<file path="src/rtl/ccm_bank.sv">
// ccm_bank: Timer_A capture/compare bank (CHANNELS channels) plus the TAxIV interrupt vector.
// Optional macro CCM_BANK_SHADOW_EN adds per-channel compare latches CLn loaded under CCTL bit9 (CLLD).
module ccm_bank #(
   parameter int          CHANNELS  = 3,
   parameter int          TAR_WIDTH = 16,
   parameter logic [15:0] BASE_CCTL = 16'h0342,
   parameter logic [15:0] BASE_CCR  = 16'h0352,
   parameter logic [15:0] IV_ADDR   = 16'h036E
) (
   input  logic                 MCLK,
   input  logic                 reset,
   input  logic                 TimerTick,
   input  logic [TAR_WIDTH-1:0] TAR,
   input  logic                 TAIFG,
   input  logic [15:0]          MAB,
   input  logic [15:0]          MDBwrite,
   input  logic                 MW,
   input  logic                 MR,
   input  logic                 BW,
   input  logic [CHANNELS-1:0]  CCIA,
   input  logic [CHANNELS-1:0]  CCIB,
   input  logic                 CCIFG0clr,
   output logic [CHANNELS-1:0]  OUT,
   output logic [CHANNELS-1:0]  EQU,
   output logic                 CCIFG0irq,
   output logic                 IVirq,
   output logic                 TAIFGclr,
   output logic [15:0]          MDBread
);

`ifdef CCM_BANK_SHADOW_EN
   localparam logic [15:0] WMASK = 16'hFBF7;
`else
   localparam logic [15:0] WMASK = 16'hF9F7;
`endif

   logic [15:0]          cctl_r [CHANNELS];
   logic [15:0]          cctl_n [CHANNELS];
   logic [TAR_WIDTH-1:0] ccr_r  [CHANNELS];
   logic [TAR_WIDTH-1:0] ccr_n  [CHANNELS];
`ifdef CCM_BANK_SHADOW_EN
   logic [TAR_WIDTH-1:0] cl_r   [CHANNELS];
   logic [TAR_WIDTH-1:0] cl_n   [CHANNELS];
`endif
   logic [CHANNELS-1:0]  cci_r, cci_d_r, scci_r, pend_r, out_r;
   logic [CHANNELS-1:0]  scci_n, pend_n, out_n;
   logic [CHANNELS-1:0]  sel_s, trig_s, capture_s, match_s, eqe_s, clr_s;
   logic [CHANNELS-1:0]  cctl_sel_s, ccr_sel_s;
   logic                 we_lo_s, we_hi_s, iv_sel_s, iv_rd_s, ivirq_s;
   logic                 taifgclr_r, taifgclr_n;
   logic [15:0]          wm_s, iv_val_s;
   logic [2:0]           iv_k_s;

   function automatic logic [15:0] merge16(input logic [15:0] old_v, input logic [15:0] new_v,
                                           input logic lo, input logic hi);
      return {hi ? new_v[15:8] : old_v[15:8], lo ? new_v[7:0] : old_v[7:0]};
   endfunction

   // Output unit: e is this channel's EQU event, z is EQU0; z takes precedence where both act.
   function automatic logic out_next(input logic [2:0] mode, input logic cur, input logic bit_v,
                                     input logic e, input logic z);
      logic r;
      case (mode)
         3'd0:    r = bit_v;
         3'd1:    r = e ? 1'b1 : cur;
         3'd2:    r = z ? 1'b0 : (e ? ~cur : cur);
         3'd3:    r = z ? 1'b0 : (e ? 1'b1 : cur);
         3'd4:    r = e ? ~cur : cur;
         3'd5:    r = e ? 1'b0 : cur;
         3'd6:    r = z ? 1'b1 : (e ? ~cur : cur);
         3'd7:    r = z ? 1'b1 : (e ? 1'b0 : cur);
         default: r = cur;
      endcase
      return r;
   endfunction

   // Address decode, compare events and IV priority encoding.
   always_comb begin
      we_lo_s    = ~BW | ~MAB[0];
      we_hi_s    = ~BW | MAB[0];
      wm_s       = {{8{we_hi_s}}, {8{we_lo_s}}} & WMASK;
      iv_sel_s   = (MAB[15:1] == IV_ADDR[15:1]);
      iv_k_s     = 3'd0;
      ivirq_s    = 1'b0;
      cctl_sel_s = {CHANNELS{1'b0}};
      ccr_sel_s  = {CHANNELS{1'b0}};
      match_s    = {CHANNELS{1'b0}};
      eqe_s      = {CHANNELS{1'b0}};
      clr_s      = {CHANNELS{1'b0}};
      for (int n = CHANNELS - 1; n >= 0; n--) begin
         cctl_sel_s[n] = (MAB[15:1] == BASE_CCTL[15:1] + 15'(n));
         ccr_sel_s[n]  = (MAB[15:1] == BASE_CCR[15:1] + 15'(n));
`ifdef CCM_BANK_SHADOW_EN
         match_s[n]    = (TAR == cl_r[n]);
`else
         match_s[n]    = (TAR == ccr_r[n]);
`endif
         eqe_s[n]      = TimerTick & match_s[n];
         iv_k_s        = ((n >= 1) && cctl_r[n][0] && cctl_r[n][4]) ? 3'(n) : iv_k_s;
         ivirq_s       = ivirq_s | ((n >= 1) && cctl_r[n][0] && cctl_r[n][4]);
      end
      iv_val_s   = (iv_k_s != 3'd0) ? {12'h000, iv_k_s, 1'b0} : (TAIFG ? 16'h000E : 16'h0000);
      iv_rd_s    = MR & ~BW & iv_sel_s;
      for (int n = 0; n < CHANNELS; n++) begin
         clr_s[n] = (n == 0) ? CCIFG0clr : (iv_rd_s & (iv_k_s == 3'(n)));
      end
      taifgclr_n = iv_rd_s & (iv_k_s == 3'd0) & TAIFG;
   end

   // Per-channel next state: input select, capture, flags, CCR writes and output unit.
   always_comb begin
      logic        wr_c;
      logic        hw_set;
      logic        ifg;
      logic [15:0] cctl_w;
      wr_c      = 1'b0;
      hw_set    = 1'b0;
      ifg       = 1'b0;
      cctl_w    = 16'h0000;
      cctl_n    = cctl_r;
      ccr_n     = ccr_r;
`ifdef CCM_BANK_SHADOW_EN
      cl_n      = cl_r;
`endif
      scci_n    = scci_r;
      pend_n    = pend_r;
      out_n     = out_r;
      sel_s     = {CHANNELS{1'b0}};
      trig_s    = {CHANNELS{1'b0}};
      capture_s = {CHANNELS{1'b0}};
      for (int n = 0; n < CHANNELS; n++) begin
         case (cctl_r[n][13:12])
            2'b00:   sel_s[n] = CCIA[n];
            2'b01:   sel_s[n] = CCIB[n];
            2'b10:   sel_s[n] = 1'b0;
            default: sel_s[n] = 1'b1;
         endcase
         case (cctl_r[n][15:14])
            2'b01:   trig_s[n] = cctl_r[n][8] & cci_r[n] & ~cci_d_r[n];
            2'b10:   trig_s[n] = cctl_r[n][8] & ~cci_r[n] & cci_d_r[n];
            2'b11:   trig_s[n] = cctl_r[n][8] & (cci_r[n] ^ cci_d_r[n]);
            default: trig_s[n] = 1'b0;
         endcase
         // SCS holds a qualified edge until the next timer tick.
         capture_s[n] = cctl_r[n][11] ? (TimerTick & (pend_r[n] | trig_s[n])) : trig_s[n];
         pend_n[n]    = cctl_r[n][8] & cctl_r[n][11] & ~TimerTick & (pend_r[n] | trig_s[n]);
         hw_set       = capture_s[n] | (~cctl_r[n][8] & eqe_s[n]);

         wr_c   = MW & cctl_sel_s[n];
         cctl_w = wr_c ? ((cctl_r[n] & ~wm_s) | (MDBwrite & wm_s)) : cctl_r[n];
         ifg    = hw_set ? 1'b1 : ((clr_s[n] & ~(wr_c & we_lo_s)) ? 1'b0 : cctl_w[0]);
         cctl_n[n] = {cctl_w[15:2], cctl_w[1] | (capture_s[n] & cctl_r[n][0]), ifg};

         ccr_n[n]  = capture_s[n] ? TAR :
                     ((MW & ccr_sel_s[n]) ? TAR_WIDTH'(merge16(16'(ccr_r[n]), MDBwrite, we_lo_s, we_hi_s))
                                          : ccr_r[n]);
         scci_n[n] = capture_s[n] ? cci_r[n] : scci_r[n];
         out_n[n]  = out_next(cctl_r[n][7:5], out_r[n], cctl_r[n][2], eqe_s[n], eqe_s[0]);
`ifdef CCM_BANK_SHADOW_EN
         cl_n[n]   = cctl_r[n][9] ? ((TimerTick & (TAR == {TAR_WIDTH{1'b0}})) ? ccr_r[n] : cl_r[n])
                                  : ccr_n[n];
`endif
      end
   end

   // Bus read mux; reflects register state ahead of the clock edge.
   always_comb begin
      MDBread = 16'h0000;
      for (int n = 0; n < CHANNELS; n++) begin
         if (cctl_sel_s[n]) begin
            MDBread = cctl_r[n] | {5'b00000, scci_r[n], 6'b000000, cci_r[n], 3'b000};
         end else if (ccr_sel_s[n]) begin
            MDBread = 16'(ccr_r[n]);
         end else begin
            MDBread = MDBread;
         end
      end
      MDBread = iv_sel_s ? iv_val_s : MDBread;
   end

   // Register update with synchronous reset.
   always_ff @(posedge MCLK) begin
      if (reset) begin
         for (int n = 0; n < CHANNELS; n++) begin
            cctl_r[n] <= 16'h0000;
            ccr_r[n]  <= {TAR_WIDTH{1'b0}};
`ifdef CCM_BANK_SHADOW_EN
            cl_r[n]   <= {TAR_WIDTH{1'b0}};
`endif
         end
         cci_r      <= {CHANNELS{1'b0}};
         cci_d_r    <= {CHANNELS{1'b0}};
         scci_r     <= {CHANNELS{1'b0}};
         pend_r     <= {CHANNELS{1'b0}};
         out_r      <= {CHANNELS{1'b0}};
         taifgclr_r <= 1'b0;
      end else begin
         cctl_r     <= cctl_n;
         ccr_r      <= ccr_n;
`ifdef CCM_BANK_SHADOW_EN
         cl_r       <= cl_n;
`endif
         cci_r      <= sel_s;
         cci_d_r    <= cci_r;
         scci_r     <= scci_n;
         pend_r     <= pend_n;
         out_r      <= out_n;
         taifgclr_r <= taifgclr_n;
      end
   end

   assign OUT       = out_r;
   assign EQU       = match_s;
   assign TAIFGclr  = taifgclr_r;
   assign CCIFG0irq = cctl_r[0][0] & cctl_r[0][4];
   assign IVirq     = ivirq_s;

endmodule

</file>
<file path="config.mk">
export PLATFORM = sky130hd
export DESIGN_NAME = ccm_bank
export DESIGN_NICKNAME = d
export VERILOG_FILES = /design/src/rtl/ccm_bank.sv
export SDC_FILE = /design/constraint.sdc
export NUM_CORES = 1
export LEC_CHECK = 0
export CORE_MARGIN = 8
export CORE_UTILIZATION = 40
export CTS_CLUSTER_SIZE = 14
export DETAILED_ROUTE_END_ITERATION = 12
export MAX_ROUTING_LAYER = met4
export PLACE_DENSITY_LB_ADDON = 0.12
export SYNTH_ARGS = -nofsm -noshare
export SYNTH_HDL_FRONTEND = slang
export SYNTH_SLANG_ARGS = --single-unit
export TNS_END_PERCENT = 10
</file>
<file path="constraint.sdc">
create_clock -name MCLK -period 2.8 [get_ports MCLK]
set_input_delay 0.56 -clock MCLK [delete_from_list [all_inputs] [get_ports MCLK]]
set_output_delay 0.56 -clock MCLK [all_outputs]
set_load 0.1 [all_outputs]
</file>
# ---- Word-level counts from Yosys, hierarchy flattened
# Index checks and enable logic that the tools add are counted.
dict set report totals {
  ff_bits 112
  inputBits 62
  output_inout_bits 25
}
dict set report classes {
  n_eq_ne 51
  n_mux 57
  n_bitwise 99
  reduce_logical 31
}
# op count
set op_table {}
lappend op_table {{$mux W16} 13}
lappend op_table {{$eq A15 B9 Y1 const B} 7}
lappend op_table {{$and A16 B16 Y16} 4}
lappend op_table {{$and A1 B1 Y1} 55}
lappend op_table {{$eq A16 B16 Y1} 3}
lappend op_table {{$or A16 B11 Y16} 3}
lappend op_table {{$or A16 B16 Y16} 3}
lappend op_table {{$eq A3 B3 Y1 const B} 12}
lappend op_table {{$mux W1} 26}
lappend op_table {{$eq A2 B2 Y1 const B} 10}
lappend op_table {{$eq A3 B2 Y1 const B} 6}
lappend op_table {{$not A1 Y1} 18}
lappend op_table {{$pmux W1 S3} 6}
lappend op_table {{$reduce_bool A2 Y1} 9}
lappend op_table {{$mux W8} 2}
lappend op_table {{$not A16 Y16} 1}
lappend op_table {{$pmux W1 S8} 2}
lappend op_table {{$eq A2 B1 Y1 const B} 7}
lappend op_table {{$logic_not A3 Y1} 4}
lappend op_table {{$or A1 B1 Y1} 12}
lappend op_table {{$reduce_and A2 Y1} 6}
lappend op_table {{$reduce_bool A3 Y1} 4}
lappend op_table {{$mux W2} 5}
lappend op_table {{$eq A3 B1 Y1 const B} 3}
lappend op_table {{other kinds (9)} 17}

# ---- Longest topological paths before layout
dict set report depth {
  depth_word 9
  mapped_depth 10
  ltp_nobuf 9
}

# ---- Least setup slack after synthesis
# No wires, ideal clock.
dict set report synth_path {
  kind {in2reg}
  from {input port TAR[12]}
  to {register out_r[1], in the netlist OUT[1]}
  setup_ns 0.106
  arrival_ns 5.530
  required_ns 2.694
  path_slack_ns -2.836
  stages 10
  n_path_buf 1
  cell_sequence {clkbuf_1 xnor2_1 nand4_1 nor4_1 nand2_1 ha_1 a211oi_1 a211o_1 o32a_1 o311ai_0}
}
dict set report synth_between {
  elab_chain_cells 5
  word_cells_on_any_way 12
}
# element line_no
set synth_lines {}
lappend synth_lines {{start: declaration} 13} ;# input logic [TAR_WIDTH-1:0] TAR,
lappend synth_lines {{$eq A16 B16 Y1 (*)} 96} ;# match_s[n] = (TAR == ccr_r[n]);
lappend synth_lines {{via EQU[1]} 24} ;# output logic [CHANNELS-1:0] EQU,
lappend synth_lines {{$and A1 B1 Y1 (*)} 98} ;# eqe_s[n] = TimerTick & match_s[n];
lappend synth_lines {{$mux W1} -}
lappend synth_lines {{$mux W1, on equally long branches} -}
lappend synth_lines {{$pmux W1 S8 (*)} 63} ;# case (mode)
lappend synth_lines {{end signal: assignment} 195} ;# out_r <= {CHANNELS{1'b0}};
lappend synth_lines {{end signal: assignment} 207} ;# out_r <= out_n;
lappend synth_lines {{end: declaration} 45} ;# logic [CHANNELS-1:0] cci_r, cci_d_r, scci_r, pend_r, out_r;
# Mark *: on every way through the listed nets, which the timed path passes. The rest lies on a longest branch.
# A chain may end at the register's enable or synchronous reset.

# ---- Final worst setup path
dict set report layout_path {
  from {input port MAB[3]}
  to {output port MDBread[1]}
}
dict set report layout_between {
  elab_chain_cells 8
  word_cells_on_any_way 14
}
# element line_no
set layout_lines {}
lappend layout_lines {{start: declaration} 15} ;# input logic [15:0] MAB,
lappend layout_lines {{$eq A15 B9 Y1} 92} ;# ccr_sel_s[n] = (MAB[15:1] == BASE_CCR[15:1] + 15'(n));
lappend layout_lines {{$mux W16} 172} ;# end else if (ccr_sel_s[n]) begin
lappend layout_lines {{$mux W16} 170} ;# if (cctl_sel_s[n]) begin
lappend layout_lines {{$mux W16} 172}
lappend layout_lines {{$mux W16} 170}
lappend layout_lines {{$mux W16} 172}
lappend layout_lines {{$mux W16} 170}
lappend layout_lines {{$mux W16 (*)} 178} ;# MDBread = iv_sel_s ? iv_val_s : MDBread;
lappend layout_lines {{end: declaration} 28} ;# output logic [15:0] MDBread
# Every way passes the cells marked *; elsewhere a longest branch is shown, timed or not.

==> reports/qor.yml <==
grt_use_met3: 0.0452
port_buffers: 86
syn_area_mm2: 0.00625
die_y_um: 141
synth_area_leaders: "dfxtp_1 (33%), mux2i_1 (7.7%), nand2_1 (5.2%)"
diodes: 0
ant_nets: 0
cts_made_buffers: 9
antenna_found_initial: 0
drv_cap: 0
yosysTopAreaCell: "dfxtp_1"
grt_pass1_wl_um: 40600
slowest_stage: "or4b_4"
fp.dieArea_mm2: 0.0199
htreeDepth: 3
clk_latency_ns: 0.36
grt_pass1_vias: 6795
synth_async_sr_flop_share: 0
use_met1: 0.350
fillers: 1328
initial_core_util: 0.409
avgSynthCellArea_um2: 8.20
slew_headroom: 0.352
use_met2: 0.428
slowest_delay_ns: 0.56
crit_arrival_ns: 2.54
end_kind: "output port"
grt_setup_unrepaired: "yes"
synth-edff-count: 0
multi_input_area_mm2: 0.00430
crit_chain: "buf_6 -> or4b_4 -> nor4_4 -> buf_6 -> buf_4 -> a22o_1 -> mux2i_2 -> a211oi_4 -> buf_12"
wl_per_cell_um: 22.5
grt_max_degree: 67
period_share: 1.11
cts_root_buf: "clkbuf_16"
synthFlopType: "dfxtp_1"
drt_pass1_iterations: 5
ioPinCount: 87
track_usage: 0.273
ys_ff_latch: 103
synth_cells: 762
p_leak_uw: 0.00363
fmax_mhz: 323
final_area_mm2: 0.00930
yosysWarnings: 0
fp.dieW_um: 141
drt_wl_total_um: 26400
coreArea_mm2: 0.0153
via_count: 6952
worst_pin_slew_ns: 0.963
worst_slack_ns: -0.299
hold_slack_ns: 0.473
slew_violations: 0
cts_hold_buf: 0
crit_top_cell: "buf_6"
seq_area_mm2: 0.00206
rows: 45
setup_violations: 20
cp-start-kind: "input pin"
dp.cells: 1145
drc_errors: 0
clock_sinks: 103
cts_tree: "yes"
status: "finished with violations"
synth-seq-area-share: 0.330
via_per_inst: 5.92
clk_pin_slew_worst_paths_ns: 0.08
dp_hpwl_um: 20200
placed_area_mm2: 0.00864
gp_congestion: 0.980
stdcell_count: 1175
grt_busiest_layer: "met2"
power.density_mw_per_mm2: 329
yosys.area.top_type_share: 0.330
hp-class: "flop to flop"
ctsLongestPathBuffers: 2
drt_iter0_markers: 610
crit_type: "input pin to output port"
skew_ns: 0.00897
hold_violations: 0
min_period_ns: 3.10
yosys.cell_count.top_type: "dfxtp_1"
drive_gt1_frac: 0.308
critical_path.max_fanout: 5
fin_nets: 1026
grt_overflow: 0
violations: "negative setup slack"
area_growth_pct: 48.9
peakVddDrop_mv: 0.470
setup_tns_ns: -4.12
synthTopCellsByCount: "dfxtp_1 (103), nand2_1 (87), nor2_1 (65), a21oi_1 (53), clkbuf_1 (49)"
required_ns: 2.24
synth_cell_types: 66
syn-num-nets: 828
==> final cells by class <==
type,instances,share of cell area
Multi-Input combinational cell,586,0.462
Clock inverter,6,0.00498
Timing Repair Buffer,246,0.253
Sequential cell,103,0.222
Inverter,14,0.00565
Clock buffer,9,0.0242
Tap cell,211,0.0284
==> power by group <==
group,leakage (uW),switching [uW],total [uW],internal (uW)
clock network,0.000134,605,1210,607
logic,0.00267,200,376,176
registers,0.000830,4.20,1470,1470
==> routing by layer <==
metal  wire (um)  vias up  share of wire
li1            -     3215              -
met1       11800     3430           0.45
met2       12100      267           0.46
met3        1660       40          0.063
met4         838        0          0.032
met5           0        -              0
==> placed cells by master, fill, tap and decap left out, types with 12 or more instances in the layout <==
master             n
nor2b_1           12
nor3_1            28
a21oi_2           12
a21oi_1           41
nand2_1           87
o21ai_0           18
a311oi_1          33
dfxtp_1          103
xor2_1            16
a211oi_1          19
buf_6             22
clkdlybuf4s50_1   33
nor2_1            63
buf_12            26
xnor2_1           28
buf_4            141
nand4_1           15
nand3_1           14
mux2i_1           46
inv_1             13
==> what timing repair did <==
| item | CTS | global route |
|---|---|---|
| cloned | 1 | 0 |
| endpoints found under the setup margin | 29 | 21 |
| pin swaps | 30 | 11 |
| setup buffers | 13 | 1 |
| gates resized for setup | 140 | 9 |
==> final timing paths <==
check,from,endpoint,slack [ns],cells after the start
max,MAB[3],MDBread[1],-0.30,9
min,scci_r[0]$_SDFFE_PP0P_,scci_r[0]$_SDFFE_PP0P_,0.47,2
max reg2reg,ccr_r[7]$_SDFFE_PP0P_,OUT[2]$_SDFF_PP0_,0.13,10
min reg2reg,scci_r[0]$_SDFFE_PP0P_,scci_r[0]$_SDFFE_PP0P_,0.47,2
==> critical path: cells and delay by family <==
| family | cells | cell delay (ns) |
|---|---|---|
| buffers and inverters | 4 | 0.60 |
| muxes | 1 | 0.10 |
| AOI/OAI and AO/OA | 2 | 0.41 |
| and+or+nand+nor | 2 | 0.86 |
==> per-stage QoR <==
| stage | total power, uW | util | setup WS [ns] |
|---|---|---|---|
| finish | 3060 | 0.610 | -0.299 |
| global route | 3150 | 0.610 | -0.375 |
| CTS | 3080 | 0.607 | -0.294 |
| detailed placement | 1860 | 0.566 | -0.774 |
| global placement | 1860 | 0.566 | -0.812 |
| floorplan | 1650 | - | -0.743 |
==> kinds of logic after synthesis <==
group	after synthesis	share of synthesized area
buf+inv	73	0.0493
xor+xnor	48	0.0673
flops	103	0.330
simple gates	292	0.251
compound gates	193	0.216
fa+ha+maj	4	0.00801
mux	49	0.0787
Note: power is estimated with default switching activity, not from simulation.
